[config.mk]
export PLATFORM = sky130hd
export DESIGN_NAME = mem_port_arbiter
export DESIGN_NICKNAME = d
export VERILOG_FILES = /design/src/rtl/mem_arb_pkg.sv /design/src/rtl/mem_arb_pick.sv /design/src/rtl/mem_port_arbiter.sv
export SDC_FILE = /design/constraint.sdc
export NUM_CORES = 1
export LEC_CHECK = 0
export CAP_MARGIN = 20
export CORE_MARGIN = 1.5
export CORE_UTILIZATION = 34
export DETAILED_ROUTE_END_ITERATION = 6
export PLACE_DENSITY = 0.71
export SLEW_MARGIN = 20
export SYNTH_ARGS = -nofsm -noshare
export SYNTH_HDL_FRONTEND = slang
export SYNTH_SLANG_ARGS = --single-unit
[constraint.sdc]
create_clock -name clk -period 1.8 [get_ports clk]
set_input_delay 0.27 -clock clk [delete_from_list [all_inputs] [get_ports clk]]
set_output_delay 0.27 -clock clk [all_outputs]
set_load 0.02 [all_outputs]
[src/rtl/mem_arb_pkg.sv]
// rtl/mem_arb_pkg.sv - shared types and constants for the memory port arbiter
package mem_arb_pkg;

  typedef enum logic {OWN_FETCH, OWN_DATA} owner_t;

  typedef enum logic [1:0] {IDLE, REQ, WAIT, RESP} state_t;

  localparam logic [2:0] FUNCT3_WORD = 3'b010;

endpackage

[src/rtl/mem_arb_pick.sv]
// rtl/mem_arb_pick.sv - combinational winner selection between fetch and data requesters
// MEM_ARB_RR_EN: alternate on conflict using last_owner; otherwise data has fixed priority
module mem_arb_pick
  import mem_arb_pkg::*;
(
  input  logic   i_req,
  input  logic   d_req,
`ifdef MEM_ARB_RR_EN
  input  owner_t last_owner,
`endif
  output logic   any_req,
  output owner_t winner
);

  always_comb begin
    any_req = i_req | d_req;
    winner  = OWN_DATA;
    if (i_req && !d_req) begin
      winner = OWN_FETCH;
    end
`ifdef MEM_ARB_RR_EN
    else if (i_req && d_req && (last_owner == OWN_DATA)) begin
      winner = OWN_FETCH;
    end
`endif
  end

endmodule

[src/rtl/mem_port_arbiter.sv]
// rtl/mem_port_arbiter.sv - two-requester single-outstanding memory port arbiter with timeout
// MEM_ARB_RR_EN: round-robin arbitration on simultaneous requests (default fixed data priority)
module mem_port_arbiter
  import mem_arb_pkg::*;
#(
  parameter int unsigned TIMEOUT_CYCLES = 16
) (
  input  logic        clk,
  input  logic        rst_n,
  input  logic        i_req,
  input  logic [31:0] i_addr,
  output logic        i_gnt,
  output logic        i_rvalid,
  output logic        i_err,
  output logic [31:0] i_rdata,
  input  logic        d_req,
  input  logic        d_we,
  input  logic [31:0] d_addr,
  input  logic [31:0] d_wdata,
  input  logic [2:0]  d_funct3,
  output logic        d_gnt,
  output logic        d_rvalid,
  output logic        d_err,
  output logic [31:0] d_rdata,
  output logic        m_req,
  output logic        m_we,
  output logic [31:0] m_addr,
  output logic [31:0] m_wdata,
  output logic [2:0]  m_funct3,
  input  logic        m_gnt,
  input  logic        m_rvalid,
  input  logic [31:0] m_rdata
);

  localparam int CW = $clog2(TIMEOUT_CYCLES + 1);
  // Counter is preloaded with 1 on grant, so the last WAIT cycle is the one where it reads TIMEOUT-1
  localparam logic [CW-1:0] CNT_LAST = CW'(TIMEOUT_CYCLES - 1);

  state_t      state_q, state_d;
  owner_t      owner_q;
  owner_t      winner;
  logic        any_req;
  logic [31:0] addr_q, wdata_q, rdata_q;
  logic [2:0]  funct3_q;
  logic        we_q, err_q;
  logic [CW-1:0] cnt_q;
  logic        timeout;
  logic        in_req, in_resp, own_fetch;

`ifdef MEM_ARB_RR_EN
  owner_t last_owner_q;

  mem_arb_pick u_pick (
    .i_req      (i_req),
    .d_req      (d_req),
    .last_owner (last_owner_q),
    .any_req    (any_req),
    .winner     (winner)
  );

  always_ff @(posedge clk or negedge rst_n) begin
    if (!rst_n) begin
      last_owner_q <= OWN_DATA;
    end else if (state_q == REQ && m_gnt) begin
      last_owner_q <= owner_q;
    end
  end
`else
  mem_arb_pick u_pick (
    .i_req   (i_req),
    .d_req   (d_req),
    .any_req (any_req),
    .winner  (winner)
  );
`endif

  assign timeout = (cnt_q == CNT_LAST);

  always_comb begin
    state_d = state_q;
    case (state_q)
      IDLE: if (any_req) state_d = REQ;
      REQ:  if (m_gnt) state_d = m_rvalid ? RESP : WAIT;
      WAIT: if (m_rvalid || timeout) state_d = RESP;
      RESP: state_d = IDLE;
      default: state_d = IDLE;
    endcase
  end

  always_ff @(posedge clk or negedge rst_n) begin
    if (!rst_n) begin
      state_q  <= IDLE;
      owner_q  <= OWN_FETCH;
      addr_q   <= '0;
      wdata_q  <= '0;
      funct3_q <= '0;
      we_q     <= 1'b0;
      rdata_q  <= '0;
      err_q    <= 1'b0;
      cnt_q    <= '0;
    end else begin
      state_q <= state_d;
      case (state_q)
        IDLE: begin
          if (any_req) begin
            owner_q <= winner;
            if (winner == OWN_FETCH) begin
              addr_q   <= i_addr;
              we_q     <= 1'b0;
              wdata_q  <= '0;
              funct3_q <= FUNCT3_WORD;
            end else begin
              addr_q   <= d_addr;
              we_q     <= d_we;
              wdata_q  <= d_wdata;
              funct3_q <= d_funct3;
            end
          end
        end
        REQ: begin
          if (m_gnt) begin
            cnt_q <= CW'(1);
            err_q <= 1'b0;
            if (m_rvalid) rdata_q <= we_q ? 32'h0 : m_rdata;
          end
        end
        WAIT: begin
          cnt_q <= cnt_q + CW'(1);
          if (m_rvalid) begin
            rdata_q <= we_q ? 32'h0 : m_rdata;
            err_q   <= 1'b0;
          end else if (timeout) begin
            rdata_q <= '0;
            err_q   <= 1'b1;
          end
        end
        RESP: cnt_q <= '0;
        default: cnt_q <= '0;
      endcase
    end
  end

  assign in_req    = (state_q == REQ);
  assign in_resp   = (state_q == RESP);
  assign own_fetch = (owner_q == OWN_FETCH);

  // Payload is zeroed outside REQ so the bus is quiet between transactions
  assign m_req    = in_req;
  assign m_we     = in_req & we_q;
  assign m_addr   = in_req ? addr_q : 32'h0;
  assign m_wdata  = in_req ? wdata_q : 32'h0;
  assign m_funct3 = in_req ? funct3_q : 3'b000;

  assign i_gnt    = in_req & m_gnt & own_fetch;
  assign d_gnt    = in_req & m_gnt & ~own_fetch;
  assign i_rvalid = in_resp & own_fetch;
  assign d_rvalid = in_resp & ~own_fetch;
  assign i_err    = i_rvalid & err_q;
  assign d_err    = d_rvalid & err_q;
  assign i_rdata  = i_rvalid ? rdata_q : 32'h0;
  assign d_rdata  = d_rvalid ? rdata_q : 32'h0;

endmodule

# ---- Word level (Yosys, flattened, before mapping)
# Cells that the tools add are included.
# Widths: inputs -> output; s select.
dict set report totals {
  register_bits 109
  in_bits 138
  out_inout_bits 139
  word_cells 67
}
dict set report op_classes {
  n_addsub 1
  eq_ne 9
  muxes 27
  bitwise 10
  n_reduce_logical 11
}
# cell n
set op_table {}
lappend op_table {{$mux 32} 11}
lappend op_table {{$pmux 32 s2} 1}
lappend op_table {{$pmux 5 s3} 1}
lappend op_table {{$and 1x1->1} 8}
lappend op_table {{$ne 2x2->1 const B} 4}
lappend op_table {{$pmux 2 s4} 1}
lappend op_table {{$mux 1} 6}
lappend op_table {{$mux 2} 3}
lappend op_table {{$mux 3} 2}
lappend op_table {{$reduce_and 3->1} 2}
lappend op_table {{$add 5x1->5 const B} 1}
lappend op_table {{$eq 5x4->1 const B} 1}
lappend op_table {{$mux 5} 1}
lappend op_table {{$eq 2x2->1 const B} 2}
lappend op_table {{$reduce_and 2->1} 2}
lappend op_table {{$reduce_and 4->1} 1}
lappend op_table {{$ne 3x3->1 const B} 1}
lappend op_table {{$reduce_bool 3->1} 1}
lappend op_table {{$eq 2x1->1 const B} 1}
lappend op_table {{$logic_not 2->1} 1}
lappend op_table {{$pmux 1 s2} 1}
lappend op_table {{$reduce_bool 2->1} 1}
lappend op_table {{$logic_and 1x1->1} 1}
lappend op_table {{$logic_not 1->1} 1}
lappend op_table {{other kinds (3)} 3}

# ---- Depth between registers and ports, before layout
# Gate-level depths: netlist of run 1.
dict set report logic_depth {
  depth_word 4
  ltp_mapped 8
  ltp_nobuf 6
}

# ---- Hierarchy
# From an unflattened synthesis of run 1, not the netlist that was laid out.
dict set report hier_totals {
  hier_cells 624
  area_unflattened_um2 5914.4
}
# module instances cells_per_inst area_each_um2 seq_area_each_um2
set modules_own_cells {}
lappend modules_own_cells {mem_port_arbiter 1 622 5901.9 2727.6}
lappend modules_own_cells {mem_arb_pick 1 2 12.5 0.0}

# ---- Worst setup path before layout of run 1
# No wires, ideal clock.
dict set report synth_path {
  path_kind {register to output}
  start {register state_q[1]}
  end {output i_rdata[22]}
  arrival_ns 1.567
  required_ns 1.530
  slack_ns -0.037
  stages_incl_launch_ff 5
  n_path_buf 1
  path_cell_list {dfrtp_1 > ha_1 > nor2b_1 > clkbuf_1 > and2_1}
}
dict set report synth_between {
  elab_chain_cells 3
}
# element line
set synth_rtl {}
lappend synth_rtl {{from (decl)} mem_port_arbiter.sv:39} ;# state_t state_q, state_d;
lappend synth_rtl {{from (signal assigned)} mem_port_arbiter.sv:102} ;# state_q <= state_d;
lappend synth_rtl {{$eq 2x2->1} mem_port_arbiter.sv:144} ;# assign in_resp = (state_q == RESP);
lappend synth_rtl {{$and 1x1->1} mem_port_arbiter.sv:156} ;# assign i_rvalid = in_resp & own_fetch;
lappend synth_rtl {{named net i_rvalid} mem_port_arbiter.sv:13} ;# output logic i_rvalid,
lappend synth_rtl {{$mux 32} mem_port_arbiter.sv:160} ;# assign i_rdata = i_rvalid ? rdata_q : 32'h0;
lappend synth_rtl {{to (decl)} mem_port_arbiter.sv:15} ;# output logic [31:0] i_rdata,
# The timed path passes the listed nets, and every way through them passes these cells.

# ---- Worst setup path in the final report of run 1
dict set report layout_path {
  start {register state_q[0]}
  end {output m_we}
}
dict set report layout_between {
  elab_chain_cells 2
}
# element line
set layout_rtl {}
lappend layout_rtl {{$eq 2x1->1} mem_port_arbiter.sv:143} ;# assign in_req = (state_q == REQ);
lappend layout_rtl {{$and 1x1->1} mem_port_arbiter.sv:149} ;# assign m_we = in_req & we_q;
lappend layout_rtl {{to (decl)} mem_port_arbiter.sv:26} ;# output logic m_we,
# Every way passes these cells.

==> metrics, run 1 <==
final core utilization 0.619; total congestion overflow 0; die height 134 µm; Max stage delay on crit path between 0.4 and 0.5 ns; Worst EP required 1.53 ns; DRT antenna net count 0; final hold violation count 0; Crit-path slowest cell dfrtp_1; IO Pins approximately 280; Logic pwr share 0.595; Peak Freq between 400 and 500 MHz; Worst-path clk slew about 0.070 ns; P_sw approximately 5.9 mW; DIE WIDTH 134 µm; post-synthesis cell count 550; Placer Congestion around 0.81; routed vias/inst about 5.2; P&R area growth vs syn 76.8%; period utilization 1.12; YS warnings 0; total power between 15 and 20 mW; Root Driver clkbuf_16; crit path max fanout 7; critical path arrival around 1.7 ns; fin area about 10000 µm²; register area share after synthesis 0.467; kind of critical path reg2out; maximum vdd drop slightly below 0.0007 V; Pre-Repair DR Iteration Count 5; Cell Area, Synth roughly 5800 µm²; Die Area between 15000 and 20000 µm²; Clock Sinks 109; largest net degree at the start of global routing between 50 and 60; Tmin final 2.01 ns; synthesized net count between 600 and 700; Rel. slew slack 0.683; Final HPWL DP between 10 and 15 mm; endpoints failing setup 173; Clk pwr share 0.132; first-pass GRT wire length 30.0 mm; GRT Overall Usage 0.215; initial antenna violation count 0; number of synthesized flops with an enable pin 0; fraction of registers with async set/reset 1.00; commonest non-fill, non-tap cells in the layout clkdlybuf4s50_1, dfrtp_1, buf_6; Pwr per Cell Area 1510 nW/µm²; run status finished, violations left; crit path launch state_q[0]$_DFFE_PN0P_; Clock Latency Late Sink 0.35 ns; clk_skew between 0.006 and 0.007 ns; share of post-route cells with drive strength above 1 0.413; Ant. Diodes 0; drt total wl approximately 21 mm; Seq pwr share 0.274; worst setup margin -0.208 ns; Leak approximately 4.7 nW; Clock Path Buffers 2; Sw Share 0.380; Buffers on Ports ~280; # H-tree levels 3; pre-CTS setup slack -0.216 ns; worst r2r src state_q[0]$_DFFE_PN0P_; Tightest Pin Transition 0.475 ns; TritonCTS clock tree yes; Routed WL per cell around 20 µm; Main synth FF type dfrtp_1; MaxCap Viol Count 0; vias in the first global route 5421; failing checks negative setup slack; Internal 9.69 mW; crit path launch type flip-flop; routed vias ~5600; Slew Limit Fails 0; Hold WC Path Type in2async; DRC viols 0; Post-DP Area ~9000 µm²; FP Rows 47; Initial Util 0.350; Num CTS Buffers 9; Layout fillers approximately 1300; synthesis-stage register bit count roughly 110; syn avg cell area roughly 11 µm²; ordered list of cells on the worst path buf_6 -> ha_4 -> buf_4 -> buf_12 -> and2_1 -> buf_2; RSZ-0062 raised after global routing yes; net total in the final layout 1001; Netlist cell types 35; Core Box Area approximately 17000 µm²; leading cell type in the layout, fill and taps excluded clkdlybuf4s50_1; 1st-iter DRT viols 258; CP endpoint kind output port
## flip-flops by register name, summed over array words and instances, names as in the netlist
name / cells
addr_q: 32
cnt_q: 5
err_q: 1
funct3_q: 3
owner_q: 1
rdata_q: 32
state_q: 2
wdata_q: 32
we_q: 1
## routing by layer
layer | global-route usage | routed length (µm) | vias to the layer above | share of wire
met5 | 0 | 0 | - | 0
met2 | 0.382 | 10700 | 275 | 0.51
met1 | 0.253 | 8160 | 2721 | 0.39
met3 | 0.0559 | 1630 | 45 | 0.077
met4 | 0.0729 | 629 | 0 | 0.030
li1 | - | - | 2544 | -
## power by group through the flow
stage	Combinational, mW	Clock, mW	Sequential, mW
6_report	9.28	2.06	4.27
5_1_grt	9.82	2.19	4.36
4_1_cts	8.27	2.10	4.18
3_5_place_dp	6.86	0	4.18
3_3_place_gp	6.67	0	4.10
2_1_floorplan	4.04	0	3.93
## cell families (layout without fill, tap and decap cells)
logic type,after synthesis,after routing,share of synthesized area
flops,109,109,0.467
compound gates,86,86,0.112
buf+inv,56,366,0.0522
mux,67,67,0.122
simple gates,225,225,0.232
fa+ha+maj,7,7,0.0150
## worst max-delay path: cells and delay by family (launching register included)
kind                       cells  cell delay (ns)
adders and majority gates      1             0.20
and+or+nand+nor                1             0.16
DFF                            1             0.44
buffers and inverters          4             0.59
## synthesized netlist by cell type, types with 2 or more instances
cell type    n  area [µm²]
a32o_1      35         350
and2_1     102         638
and3_1      37         231
buf_2       10        50.1
buf_4        2        15.0
buf_6       10         113
clkbuf_1    30         113
dfrtp_1    109        2730
ha_1         7        87.6
inv_1        4        15.0
mux2_1       2        22.5
mux2_2      32         360
mux2i_1     33         330
nand2_1     36         135
nand2b_1     4        25.0
nand3_1      2        10.0
nor2_1       4        15.0
nor2b_1      3        18.8
nor3b_1     32         240
o21ai_0     37         185
o21ai_1      5        25.0
## path summary, 6_finish.rpt
kind                                            to  slack (ns)  depth (start not counted)
setup reg to reg           rdata_q[30]$_DFFE_PN0P_       -0.18                          8
setup / recovery                              m_we       -0.21                          6
hold / removal             wdata_q[11]$_DFFE_PN0P_        0.34                          2
max in group asynchronous   state_q[1]$_DFFE_PN0P_        0.89                          3
min in group clk            addr_q[28]$_DFFE_PN0P_        0.48                          2
hold reg to reg             addr_q[28]$_DFFE_PN0P_        0.48                          2
## what timing repair did
action	in CTS	in global routing
setup endpoints to repair	212	176
cloned	8	9
hold buffers	1	0
setup buffers	18	12
resized for setup	604	305
endpoints found under the hold margin	18	0
pin swaps	8	5
## area by class of cell
class,instances,area (µm²),area share
flip-flops and latches,109,2730,0.264
inverters,4,17.5,0.00169
multi-input cells,385,3320,0.321
clock buffers,12,256,0.0248
clock inverters,3,43.8,0.00424
well taps,220,275,0.0266
repair buffers,347,3690,0.357
## metrics by stage
| step | hold WS [ns] | setup TNS, ns | std cells |
|---|---|---|---|
| global placement | 0.174 | -19.21 | 1028 |
| floorplan | -0.0256 | 0 | 550 |
| detailed placement | 0.176 | -25.68 | 1028 |
| finish | 0.344 | -19.89 | 1080 |
| global route | 0.366 | -27.20 | 1080 |
| CTS | 0.338 | -18.12 | 1069 |
(Power assumes the default switching activity.)
==> run 2: changes to the inputs <==
--- a/config.mk
+++ b/config.mk
@@ -10,7 +10,6 @@
 export CORE_UTILIZATION = 34
 export DETAILED_ROUTE_END_ITERATION = 6
 export PLACE_DENSITY = 0.71
-export SLEW_MARGIN = 20
 export SYNTH_ARGS = -nofsm -noshare
 export SYNTH_HDL_FRONTEND = slang
 export SYNTH_SLANG_ARGS = --single-unit
==> results of run 2 <==
Same layout as run 1: the final DEF is identical, and so are final timing and power.
==> run 3: changes to the inputs <==
--- a/config.mk
+++ b/config.mk
@@ -5,11 +5,14 @@
 export SDC_FILE = /design/constraint.sdc
 export NUM_CORES = 1
 export LEC_CHECK = 0
+export ABC_CLOCK_PERIOD_IN_PS = 1800
 export CAP_MARGIN = 20
+export CORE_ASPECT_RATIO = 0.9
 export CORE_MARGIN = 1.5
 export CORE_UTILIZATION = 34
 export DETAILED_ROUTE_END_ITERATION = 6
 export PLACE_DENSITY = 0.71
+export SKIP_LAST_GASP = 1
 export SYNTH_ARGS = -nofsm -noshare
 export SYNTH_HDL_FRONTEND = slang
 export SYNTH_SLANG_ARGS = --single-unit
==> run 3 against run 2 <==
Against the previous run: largest cell class unchanged; worst setup slack better by 0.026 ns; the flow still finishes with violations (negative setup slack); clock power hardly changed; sequential power shrank 2%; first-iteration DRC count decreased by 14%; clock-buffer cell count is 2 lower; fmax rose by 1.3%.
==> metrics, run 3 (synthesis results as in run 1) <==
run status finished, violations left; failing checks negative setup slack; period utilization 1.10; Core Box Area 16800 µm²; total congestion overflow 0; Clock Latency Late Sink 0.35 ns; Initial Util 0.347; Tightest Pin Transition 0.423 ns; Layout fillers 1442; Worst EP required between 1.5 and 2 ns; Clock Sinks 109; pre-CTS setup slack -0.202 ns; routed vias between 5000 and 6000; Routed WL per cell around 18 µm; clk_skew between 0.008 and 0.009 ns; delay-heaviest family, CP buffers and inverters; Slew Limit Fails 0; Die Area between 15000 and 20000 µm²; total power ~14 mW; DRC viols 0; P&R area growth vs syn 66.1%; Clock Path Buffers 2; post-route insts no fill ~1100; Pwr per Cell Area 1450 nW/µm²; CP endpoint kind output port; critical path arrival between 1.5 and 2 ns; largest net degree at the start of global routing around 80; Worst-path clk slew 0.07 ns; placed insts slightly above 1000; IO Pins 277; crit path launch type flip-flop; Bufs and invs on worst path 3; Leak roughly 4.6 nW; worst setup margin -0.182 ns; 1st-iter DRT viols 223; FP Rows 45; maximum vdd drop ~0.00076 V; first-pass GRT wire length between 20 and 30 mm; Peak Freq 505 MHz; Root Driver clkbuf_16; register area 2730 µm²; crit path max fanout 8; Ant. Diodes 0; endpoints failing setup 233; vias in the first global route ~5300; die height between 100 and 150 µm; ordered list of cells on the worst path ha_4 -> nor2b_4 -> buf_12 -> clkbuf_16 -> and2_4 -> buf_4; MaxCap Viol Count 0; Multi-input gate area between 3000 and 4000 µm²; share of post-route cells with drive strength above 1 0.288; drt total wl around 18 mm; Pre-Repair DR Iteration Count 4; initial antenna violation count 0; net total in the final layout just under 1000; Buffers on Ports between 200 and 300; Largest regs addr_q (32), rdata_q (32), wdata_q (32); Crit-path slowest cell dfrtp_2; TritonCTS clock tree yes; routed vias/inst a little under 5; leading cell type in the layout, fill and taps excluded clkdlybuf4s50_1; RSZ-0062 raised after global routing yes; final hold violation count 0; kind of critical path reg2out; Max stage delay on crit path roughly 0.45 ns; Rel. slew slack 0.718; commonest non-fill, non-tap cells in the layout clkdlybuf4s50_1, dfrtp_1, and2_1; Final HPWL DP 12.4 mm; DRT antenna net count 0; DIE WIDTH 141 µm; Placer Congestion a little over 0.8; # H-tree levels 3; Num CTS Buffers 9; GRT Overall Usage 0.190; Tmin final 1.98 ns; Hold WC Path Type in2async; r2r setup slk -0.17 ns
-- run 3: changes by cell type in the layout (fill, tap and decap cells not counted), moves of 9 or more --
| cell | delta |
|---|---|
| buf_12 | -9 |
| dlygate4sd2_1 | +36 |
| and3_4 | -28 |
| and3_1 | +28 |
| and2_1 | +27 |
| and2_4 | -27 |
| buf_6 | -56 |
-- run 3: metrics by stage --
| step | area, µm² | utilization | hold slack, ns | TNS (ns) |
|---|---|---|---|---|
| CTS | 9230 | 0.548 | 0.392 | -27.54 |
| finish | 9710 | 0.577 | 0.388 | -23.49 |
| global placement | 8970 | 0.533 | 0.225 | -17.80 |
| floorplan | 5850 | - | -0.0256 | 0 |
| global route | 9710 | 0.577 | 0.438 | -39.42 |
| detailed placement | 8970 | 0.533 | 0.234 | -25.40 |
-- run 3: area by class of cell --
class / count / area share
Inverter: 4 / 0.00155
Tap cell: 211 / 0.0272
Timing Repair Buffer: 330 / 0.341
Multi-Input combinational cell: 385 / 0.318
Clock buffer: 10 / 0.0246
Sequential cell: 109 / 0.281
Clock inverter: 6 / 0.00734
-- run 3: where the power goes --
part / switching, mW / internal [mW] / total (mW)
Combinational: 3.76 / 4.03 / 7.78
Sequential: 0.671 / 3.52 / 4.20
Clock: 0.950 / 1.13 / 2.08
-- run 3: metal layers --
metal,track usage,share of wire,up-vias
met3,0.0461,0.052,13
met1,0.228,0.43,2562
met4,0.0466,0.0098,0
met2,0.343,0.51,165
li1,-,-,2507
met5,0,0,-
-- run 3: path summary, 6_finish.rpt --
| check | from | endpoint | cells after the start |
|---|---|---|---|
| worst min register to register | addr_q[23]$_DFFE_PN0P_ | addr_q[23]$_DFFE_PN0P_ | 2 |
| max in group asynchronous | rst_n | state_q[1]$_DFFE_PN0P_ | 3 |
| worst max-delay path | state_q[1]$_DFFE_PN0P_ | i_err | 6 |
| worst min-delay path | rst_n | wdata_q[3]$_DFFE_PN0P_ | 2 |
| worst max register to register | state_q[0]$_DFFE_PN0P_ | state_q[1]$_DFFE_PN0P_ | 7 |
| min in group clk | addr_q[23]$_DFFE_PN0P_ | addr_q[23]$_DFFE_PN0P_ | 2 |
-- run 3: worst register-to-register path, cell delays in order, from the launching register on --
cell,delay (ns)
dfrtp_1,0.43
buf_6,0.14
ha_4,0.19
buf_12,0.15
buf_8,0.13
nor2b_2,0.21
a221oi_4,0.24
mux2_1,0.36
-- run 3: what timing repair did --
item                                   4_1_cts  5_1_grt
endpoints found under the hold margin       29        0
hold buffers                                 1        0
setup endpoints to repair                  174      248
buffers inserted                             3        8
cloned                                       3        7
gates resized for setup                    394      210
pin swaps                                    0        5
